===== src/rtl/ula_seq.sv =====
// Registered execute-stage ALU with Z/N/C/V flags and a start/busy/done handshake.
// Single-cycle operations finish on the accepting edge; MUL is a WIDTH-cycle shift-add loop.
module ula_seq #(
    parameter int WIDTH = 8,
    parameter int SHW   = $clog2(WIDTH)
) (
    input  logic             clk,
    input  logic             rst_n,
    input  logic             start,
    input  logic [WIDTH-1:0] SrcA,
    input  logic [WIDTH-1:0] SrcB,
    input  logic [3:0]       ULAControl,
    output logic             busy,
    output logic             done,
    output logic [WIDTH-1:0] ULAResult,
    output logic             Z,
    output logic             N,
    output logic             C,
    output logic             V
);
    localparam int CW = $clog2(WIDTH + 1);

    localparam logic [3:0] OP_ADD  = 4'b0000;
    localparam logic [3:0] OP_SUB  = 4'b0001;
    localparam logic [3:0] OP_AND  = 4'b0010;
    localparam logic [3:0] OP_OR   = 4'b0011;
    localparam logic [3:0] OP_NOR  = 4'b0100;
    localparam logic [3:0] OP_SLT  = 4'b0101;
    localparam logic [3:0] OP_SLTU = 4'b0110;
    localparam logic [3:0] OP_XOR  = 4'b0111;
    localparam logic [3:0] OP_SLL  = 4'b1000;
    localparam logic [3:0] OP_SRL  = 4'b1001;
    localparam logic [3:0] OP_SRA  = 4'b1010;
    localparam logic [3:0] OP_MUL  = 4'b1011;

    typedef enum logic {S_IDLE, S_MUL} state_t;

    state_t             r_state;
    state_t             w_state_next;
    logic [2*WIDTH-1:0] r_mcand;
    logic [2*WIDTH-1:0] r_acc;
    logic [WIDTH-1:0]   r_mplier;
    logic [CW-1:0]      r_count;
    logic               r_done;
    logic [WIDTH-1:0]   r_result;
    logic               r_z, r_n, r_c, r_v;

    logic [WIDTH:0]     w_sum;
    logic [WIDTH:0]     w_diff;
    logic [SHW-1:0]     w_sh;
    logic [WIDTH-1:0]   w_alu_res;
    logic               w_alu_c, w_alu_v;
    logic [2*WIDTH-1:0] w_acc_sum;
    logic               w_load, w_write;
    logic [WIDTH-1:0]   w_res;
    logic               w_c, w_v;

    // Single-cycle datapath, evaluated straight from the live operands.
    always_comb begin
        w_sum     = {1'b0, SrcA} + {1'b0, SrcB};
        w_diff    = {1'b0, SrcA} + {1'b0, ~SrcB} + (WIDTH+1)'(1);
        w_sh      = SrcB[SHW-1:0];
        w_alu_res = '0;
        w_alu_c   = 1'b0;
        w_alu_v   = 1'b0;
        case (ULAControl)
            OP_ADD: begin
                w_alu_res = w_sum[WIDTH-1:0];
                w_alu_c   = w_sum[WIDTH];
                w_alu_v   = (SrcA[WIDTH-1] == SrcB[WIDTH-1]) && (w_sum[WIDTH-1] != SrcA[WIDTH-1]);
            end
            OP_SUB: begin
                w_alu_res = w_diff[WIDTH-1:0];
                w_alu_c   = w_diff[WIDTH];
                w_alu_v   = (SrcA[WIDTH-1] != SrcB[WIDTH-1]) && (w_diff[WIDTH-1] != SrcA[WIDTH-1]);
            end
            OP_AND:  w_alu_res = SrcA & SrcB;
            OP_OR:   w_alu_res = SrcA | SrcB;
            OP_NOR:  w_alu_res = ~(SrcA | SrcB);
            OP_SLT:  w_alu_res = {{(WIDTH-1){1'b0}}, ($signed(SrcA) < $signed(SrcB))};
            OP_SLTU: w_alu_res = {{(WIDTH-1){1'b0}}, (SrcA < SrcB)};
            OP_XOR:  w_alu_res = SrcA ^ SrcB;
            OP_SLL:  w_alu_res = SrcA << w_sh;
            OP_SRL:  w_alu_res = SrcA >> w_sh;
            OP_SRA:  w_alu_res = $unsigned($signed(SrcA) >>> w_sh);
            default: w_alu_res = '0;
        endcase
    end

    // Next-state and write-enable logic; the last MUL step folds into the written result.
    always_comb begin
        w_state_next = r_state;
        w_load       = 1'b0;
        w_write      = 1'b0;
        w_acc_sum    = r_acc + (r_mplier[0] ? r_mcand : '0);
        w_res        = w_alu_res;
        w_c          = w_alu_c;
        w_v          = w_alu_v;
        case (r_state)
            S_IDLE: begin
                if (start) begin
                    if (ULAControl == OP_MUL) begin
                        w_load       = 1'b1;
                        w_state_next = S_MUL;
                    end else begin
                        w_write = 1'b1;
                    end
                end
            end
            S_MUL: begin
                if (r_count == CW'(WIDTH - 1)) begin
                    w_write      = 1'b1;
                    w_state_next = S_IDLE;
                    w_res        = w_acc_sum[WIDTH-1:0];
                    w_c          = |w_acc_sum[2*WIDTH-1:WIDTH];
                    w_v          = 1'b0;
                end
            end
            default: w_state_next = S_IDLE;
        endcase
    end

    always_ff @(posedge clk or negedge rst_n) begin
        if (!rst_n) r_state <= S_IDLE;
        else        r_state <= w_state_next;
    end

    always_ff @(posedge clk or negedge rst_n) begin
        if (!rst_n) begin
            r_mcand  <= '0;
            r_acc    <= '0;
            r_mplier <= '0;
            r_count  <= '0;
            r_done   <= 1'b0;
            r_result <= '0;
            r_z      <= 1'b0;
            r_n      <= 1'b0;
            r_c      <= 1'b0;
            r_v      <= 1'b0;
        end else begin
            r_done <= w_write;
            if (w_write) begin
                r_result <= w_res;
                r_z      <= (w_res == '0);
                r_n      <= w_res[WIDTH-1];
                r_c      <= w_c;
                r_v      <= w_v;
            end
            if (w_load) begin
                r_mcand  <= {{WIDTH{1'b0}}, SrcA};
                r_mplier <= SrcB;
                r_acc    <= '0;
                r_count  <= '0;
            end else if (r_state == S_MUL) begin
                r_acc    <= w_acc_sum;
                r_mcand  <= r_mcand << 1;
                r_mplier <= r_mplier >> 1;
                r_count  <= r_count + CW'(1);
            end
        end
    end

    assign busy      = (r_state == S_MUL);
    assign done      = r_done;
    assign ULAResult = r_result;
    assign Z         = r_z;
    assign N         = r_n;
    assign C         = r_c;
    assign V         = r_v;
endmodule


===== config.mk =====
export PLATFORM = sky130hd
export DESIGN_NAME = ula_seq
export DESIGN_NICKNAME = d
export VERILOG_FILES = /design/src/rtl/ula_seq.sv
export SDC_FILE = /design/constraint.sdc
export NUM_CORES = 1
export LEC_CHECK = 0
export CAP_MARGIN = 20
export CORE_MARGIN = 8
export CORE_UTILIZATION = 51
export DETAILED_ROUTE_END_ITERATION = 6
export PLACE_DENSITY = 0.73
export SKIP_LAST_GASP = 1
export SYNTH_ARGS = -nofsm -noshare
export SYNTH_HDL_FRONTEND = slang
export SYNTH_SLANG_ARGS = --single-unit

===== constraint.sdc =====
create_clock -name clk -period 3.9 [get_ports clk]
set_input_delay 0.585 -clock clk [delete_from_list [all_inputs] [get_ports clk]]
set_output_delay 0.585 -clock clk [all_outputs]
set_load 0.005 [all_outputs]

==> results of run 1 <==
## flip-flops by register name, indices dropped and copies added (netlist names)
register   flops
r_acc         16
r_mcand       16
ULAResult      8
r_mplier       8
r_count        4
C              1
V              1
Z              1
busy           1
done           1
## worst max-delay path, stage by stage
cell	delay, ps
clkdlybuf4s50_1	700
inv_1	140
ha_1	340
o21bai_1	110
a221oi_1	520
nand2_1	160
xnor2_1	190
a2111oi_4	370
a2bb2oi_2	180
nand4_1	120
o31ai_2	220
## worst min-delay path by stage
| stage | from | end | slack, ps | cells past startpoint |
|---|---|---|---|---|
| 2_1_floorplan | rst_n | C | 290 | 0 |
| 3_3_place_gp | r_mplier[7] | r_mplier[6] | 460 | 2 |
| 3_5_place_dp | r_count[3] | r_count[3] | 470 | 1 |
| 4_1_cts | rst_n | ULAResult[3] | 380 | 1 |
| 5_1_grt | rst_n | done | 410 | 1 |
| 6_report | rst_n | ULAResult[3] | 350 | 1 |
## through the flow
| stage | hold WS (ps) | setup WS [ps] | area (µm²) | util | total power, W |
|---|---|---|---|---|---|
| 3_5_place_dp | 474 | 198 | 5750 | 0.567 | 0.00220 |
| 6_report | 348 | 503 | 5970 | 0.589 | 0.00283 |
| 4_1_cts | 382 | 550 | 5970 | 0.589 | 0.00284 |
| 5_1_grt | 405 | 364 | 5970 | 0.589 | 0.00303 |
| 2_1_floorplan | 289 | 971 | 5210 | - | 0.00175 |
| 3_3_place_gp | 463 | 298 | 5750 | 0.567 | 0.00217 |
## cell usage in the layout, fill, tap and decap left out, drive strengths merged, types with 3 or more instances in the layout
master,synthesis,layout
clkdlybuf4s50,0,35
o21a,3,3
nand3b,3,3
fa,3,3
nor2,61,61
or3,3,3
o31ai,5,5
nand4,3,3
and2,17,17
clkbuf,24,11
clkinv,1,4
nand2b,11,11
a31oi,5,5
a21o,4,4
o211ai,5,5
o21bai,3,3
a211oi,4,4
o21ai,58,58
buf,15,29
a211o,4,4
mux4,5,5
nor3,15,15
a22oi,7,7
nor2b,10,10
o2111ai,4,4
mux2i,13,13
and3,3,3
a21oi,54,54
nand2,86,86
nand3,11,11
dfrtp,57,57
ha,42,42
inv,30,30
nor4,3,3
a22o,15,15
xnor2,13,13
o22ai,6,6
xor2,7,7
mux2,5,5
## layout make-up
cell class | count | area [µm²]
clock buffers | 11 | 141
clock inverters | 5 | 78.8
fillers | 913 | 4170
inverters | 31 | 116
flip-flops and latches | 57 | 1430
repair buffers | 64 | 566
well taps | 136 | 170
multi-input cells | 520 | 3470
## power by group through the flow
stage / sequential [W] / combinational (W) / clock [W]
floorplan: 0.000944 / 0.000804 / 0
global placement: 0.000998 / 0.00117 / 0
detailed placement: 0.00101 / 0.00119 / 0
CTS: 0.00100 / 0.00120 / 0.000639
global route: 0.00103 / 0.00133 / 0.000666
finish: 0.00100 / 0.00120 / 0.000628
## cell families (layout without fill, tap and decap cells)
| group | Yosys count | in the layout | synth area share |
|---|---|---|---|
| simple gates | 236 | 236 | 0.214 |
| compound gates | 196 | 196 | 0.247 |
| buf+inv | 70 | 111 | 0.0598 |
| flops | 57 | 57 | 0.274 |
| fa+ha+maj | 45 | 45 | 0.112 |
| mux | 23 | 23 | 0.0589 |
| xor+xnor | 20 | 20 | 0.0336 |
## routing by layer
layer | global-route usage | routed length, µm | vias up
li1 | - | - | 2381
met1 | 0.309 | 6980 | 2367
met2 | 0.387 | 7370 | 192
met3 | 0.0313 | 911 | 41
met4 | 0.101 | 532 | 0
met5 | 0 | 0 | -
==> results_dict.tcl, run 1 <==
set metrics [dict create \
    relSlewSlack 0.440 \
    cts-root-buf "clkbuf_8" \
    maxCapViolCount 0 \
    dp.cells 808 \
    drv_slew 0 \
    setup_violations 0 \
    reg2reg_to "C" \
    syn_area_um2 5210 \
    ys_ff_latch 57 \
    min_period_ps 3400 \
    seq_power_share 0.355 \
    place_hpwl_um 12200 \
    regToRegSetupSlack_ps 580 \
    clock_path_buffers 2 \
    yosys_most_used_dff "dfrtp_1" \
    die_x_um 117 \
    rsz0062_at_grt "no" \
    p_leak_nw 2.65 \
    antenna_cells 0 \
    first_iter_violations 426 \
    cts-resized-gates 0 \
    synth.avg_cell_area_um2 8.05 \
    routabilityCongestion 0.974 \
    cts_buffers 9 \
    cts-htree-levels 3 \
    layout.cells.non_filler 824 \
    synthArstFlopShare 1.00 \
    worst_slew_pin_slew_ps 839 \
    peakVddDrop_uv 358 \
    critPathLaunchType "primary input" \
    cp.arrival_ps 3650 \
    rr_startpoint "r_mcand[0]" \
    grt_pass1_wl_um 25000 \
    first_pass_iters 5 \
    p_per_area_nw_per_um2 474 \
    totalWireLength_um 15800 \
    synth_cell_types 76 \
    r2r_cells 12 \
    coreArea_um2 10100 \
    grt_pass1_vias 4835 \
    period_share 0.871 \
    power.internal_w 0.00172 \
    fin_skew_ps 12.1 \
    crit_start "SrcA[1]" \
    max_freq_ghz 0.294 \
    cts_tree "done" \
    fp-row-count 37 \
    post_cts_buffers 0 \
    io_buffer_count 36 \
    track_usage 0.237 \
    yosys.area.top_type "dfrtp_1" \
    hold_buffers 0 \
    clock_latency_ps 340 \
    area_growth_pct 14.6 \
    yosys-top-cells-area "dfrtp_1 (27%), ha_1 (10%), nand2_1 (6.2%), o21ai_0 (5.4%), a21oi_1 (5.2%)" \
    vias_per_cell 6.04 \
    yosysMostFrequentCell "nand2_1" \
    via_count 4981 \
    ant_nets 0 \
    cp-end-kind "flip-flop" \
    required_ps 4150 \
    synth_cells 647 \
    synth.net_count 715 \
    initial_core_util 0.514 \
    netSwitchingFraction 0.390 \
    clkTransAtPathRegs_ps 70 \
    synth_warnings 0 \
    wire_per_inst_um 19.2 \
    crit_fanout 9 \
    p_comb_frac 0.423 \
    io_pins 37 \
    yosysTopAreaCellShare 0.274 \
    drive_above_1_share 0.0974 \
    die_h_um 117 \
    hold_violations 0 \
    hold_path.class "in -> async" \
    pwr-share-clk 0.222 \
    critPathCapture "Z" \
    ys_seq_area_frac 0.274 \
    final.setup.tns_ps 0 \
    dieArea_um2 13700 \
    synth_edf_count 0 \
    synthTopCellsByCount "nand2_1 (86), nor2_1 (61), dfrtp_1 (57), o21ai_0 (56), a21oi_1 (54)" \
    grt-ovfl-total 0 \
    clock-sinks 57 \
    antenna_found_initial 0 \
    layout.nets 751 \
    status "finished clean" \
    p_sw_w 0.00110 \
    critPathKind "in -> reg" \
    grt_max_degree 49 \
    drc 0 \
]
No activity file was read; power rests on OpenSTA's default activity.
==> run 2: changes to the inputs <==
GPL_TIMING_DRIVEN = 0   (was not set)
==> results_dict.tcl, run 2 (synthesis results as in run 1) <==
set metrics [dict create \
    status "finished clean" \
    grt_max_degree 41 \
    max_freq_ghz 0.267 \
    coreArea_um2 10100 \
    antenna_cells 0 \
    p_leak_nw 2.60 \
    via_count 5112 \
    peakVddDrop_uv 369 \
    rr_startpoint "r_mplier[0]" \
    period_share 0.960 \
    crit_fanout 10 \
    r2r_cells 13 \
    regToRegSetupSlack_ps 370 \
    fp-row-count 37 \
    layout.nets 762 \
    grt-ovfl-total 0 \
    grt_pass1_vias 4813 \
    ant_nets 0 \
    grt_pass1_wl_um 25900 \
    dieArea_um2 13700 \
    fin_skew_ps 13.2 \
    wire_per_inst_um 19.5 \
    antenna_found_initial 0 \
    rsz0062_at_grt "yes" \
    drive_above_1_share 0.0774 \
    clock_path_buffers 2 \
    p_per_area_nw_per_um2 474 \
    hold_violations 0 \
    totalWireLength_um 16300 \
    initial_core_util 0.514 \
    die_h_um 117 \
    drv_slew 0 \
    reg2reg_to "C" \
    critPathLaunchType "primary input" \
    top_regs "r_acc: 16 flops, r_mcand: 16 flops" \
    io_buffer_count 35 \
    routabilityCongestion 1.00 \
    hold_buffers 0 \
    min_period_ps 3740 \
    drc 0 \
    layout_common_cells "nand2_1 (86), nor2_1 (61), dfrtp_1 (57), o21ai_0 (56), a21oi_1 (54)" \
    relSlewSlack 0.270 \
    required_ps 4120 \
    critPathKind "in -> reg" \
    setup_violations 0 \
    cts-root-buf "clkbuf_8" \
    maxCapViolCount 0 \
    clock-sinks 57 \
    final_common_cell "nand2_1" \
    clkTransAtPathRegs_ps 80 \
    first_iter_violations 478 \
    power_w 0.00282 \
    io_pins 37 \
    placed_cell_area_um2 5740 \
    worst_slew_pin_slew_ps 1090 \
    die_x_um 117 \
    cts-htree-levels 3 \
    cp.arrival_ps 3960 \
    area_growth_pct 14.1 \
    first_pass_iters 5 \
    vias_per_cell 6.13 \
    clock_latency_ps 340 \
    final_area_um2 5940 \
    place_hpwl_um 12300 \
    cts_buffers 9 \
    cts_tree "done" \
    hold_path.class "in -> async" \
    track_usage 0.247 \
    cp-end-kind "flip-flop" \
]
==> run 2: changes by cell type in the layout (fill, tap and decap cells not counted), sizes merged <==
| cell | delta |
|---|---|
| bufinv | -1 |
| buf | -12 |
| clkinv | -1 |
| clkinvlp | +2 |
| clkbuf | +23 |
| clkdlybuf4s50 | -1 |
==> run 2: worst max path at each step <==
| stage | slack, ps | startpoint | endpoint |
|---|---|---|---|
| floorplan | 970 | r_mplier[0] | C |
| global placement | -160 | SrcB[2] | Z |
| detailed placement | -160 | SrcB[2] | Z |
| CTS | 190 | SrcB[2] | ULAResult[6] |
| global route | -3 | SrcB[1] | Z |
| finish | 160 | SrcB[1] | ULAResult[7] |
==> run 2: area by class of cell <==
class / count / area, µm²
repair buffers: 36 / 365
well taps: 136 / 170
inverters: 31 / 120
clock buffers: 10 / 138
clock inverters: 5 / 56.3
fillers: 929 / 4200
plain buffers: 39 / 196
flip-flops and latches: 57 / 1430
multi-input cells: 520 / 3470
==> run 2: through the flow <==
stage               utilization  hold slack, ps  worst slack [ps]  setup TNS, ps  instances
floorplan                     -             289               971              0        647
global placement          0.565             465              -155           -376        818
detailed placement        0.566             471              -162           -437        819
CTS                       0.586             176               193              0        834
global route              0.586             204             -2.82          -2.82        834
finish                    0.586             177               158              0        834
==> run 2: metal layers <==
metal  up-vias  wire [µm]  global-route usage
met5         -          0                   0
met4         0        396              0.0964
met3        38       1540              0.0472
met2       269       7140               0.376
met1      2403       7200               0.337
li1       2402          -                   -
==> run 2: power breakdown <==
group,leakage [nW],switching (W),internal (W)
clock,0.0981,0.000266,0.000308
combinational,1.76,0.000733,0.000537
sequential,0.750,0.000162,0.000813
total,2.60,0.00116,0.00166
==> run 2: timing repair <==
action | in CTS | in global routing
resized for setup | 0 | 3
setup endpoints to repair | 0 | 3
buffers inserted | 0 | 0
==> run 2: critical path, stage by stage <==
cell and delay, ps:
clkdlybuf4s50_1 580, buf_2 270, inv_1 220, ha_1 370, a211oi_1 430, nor3_1 130, o21ai_0 430, nor3_1 140
a211o_1 310, a22o_1 210, mux2_2 260
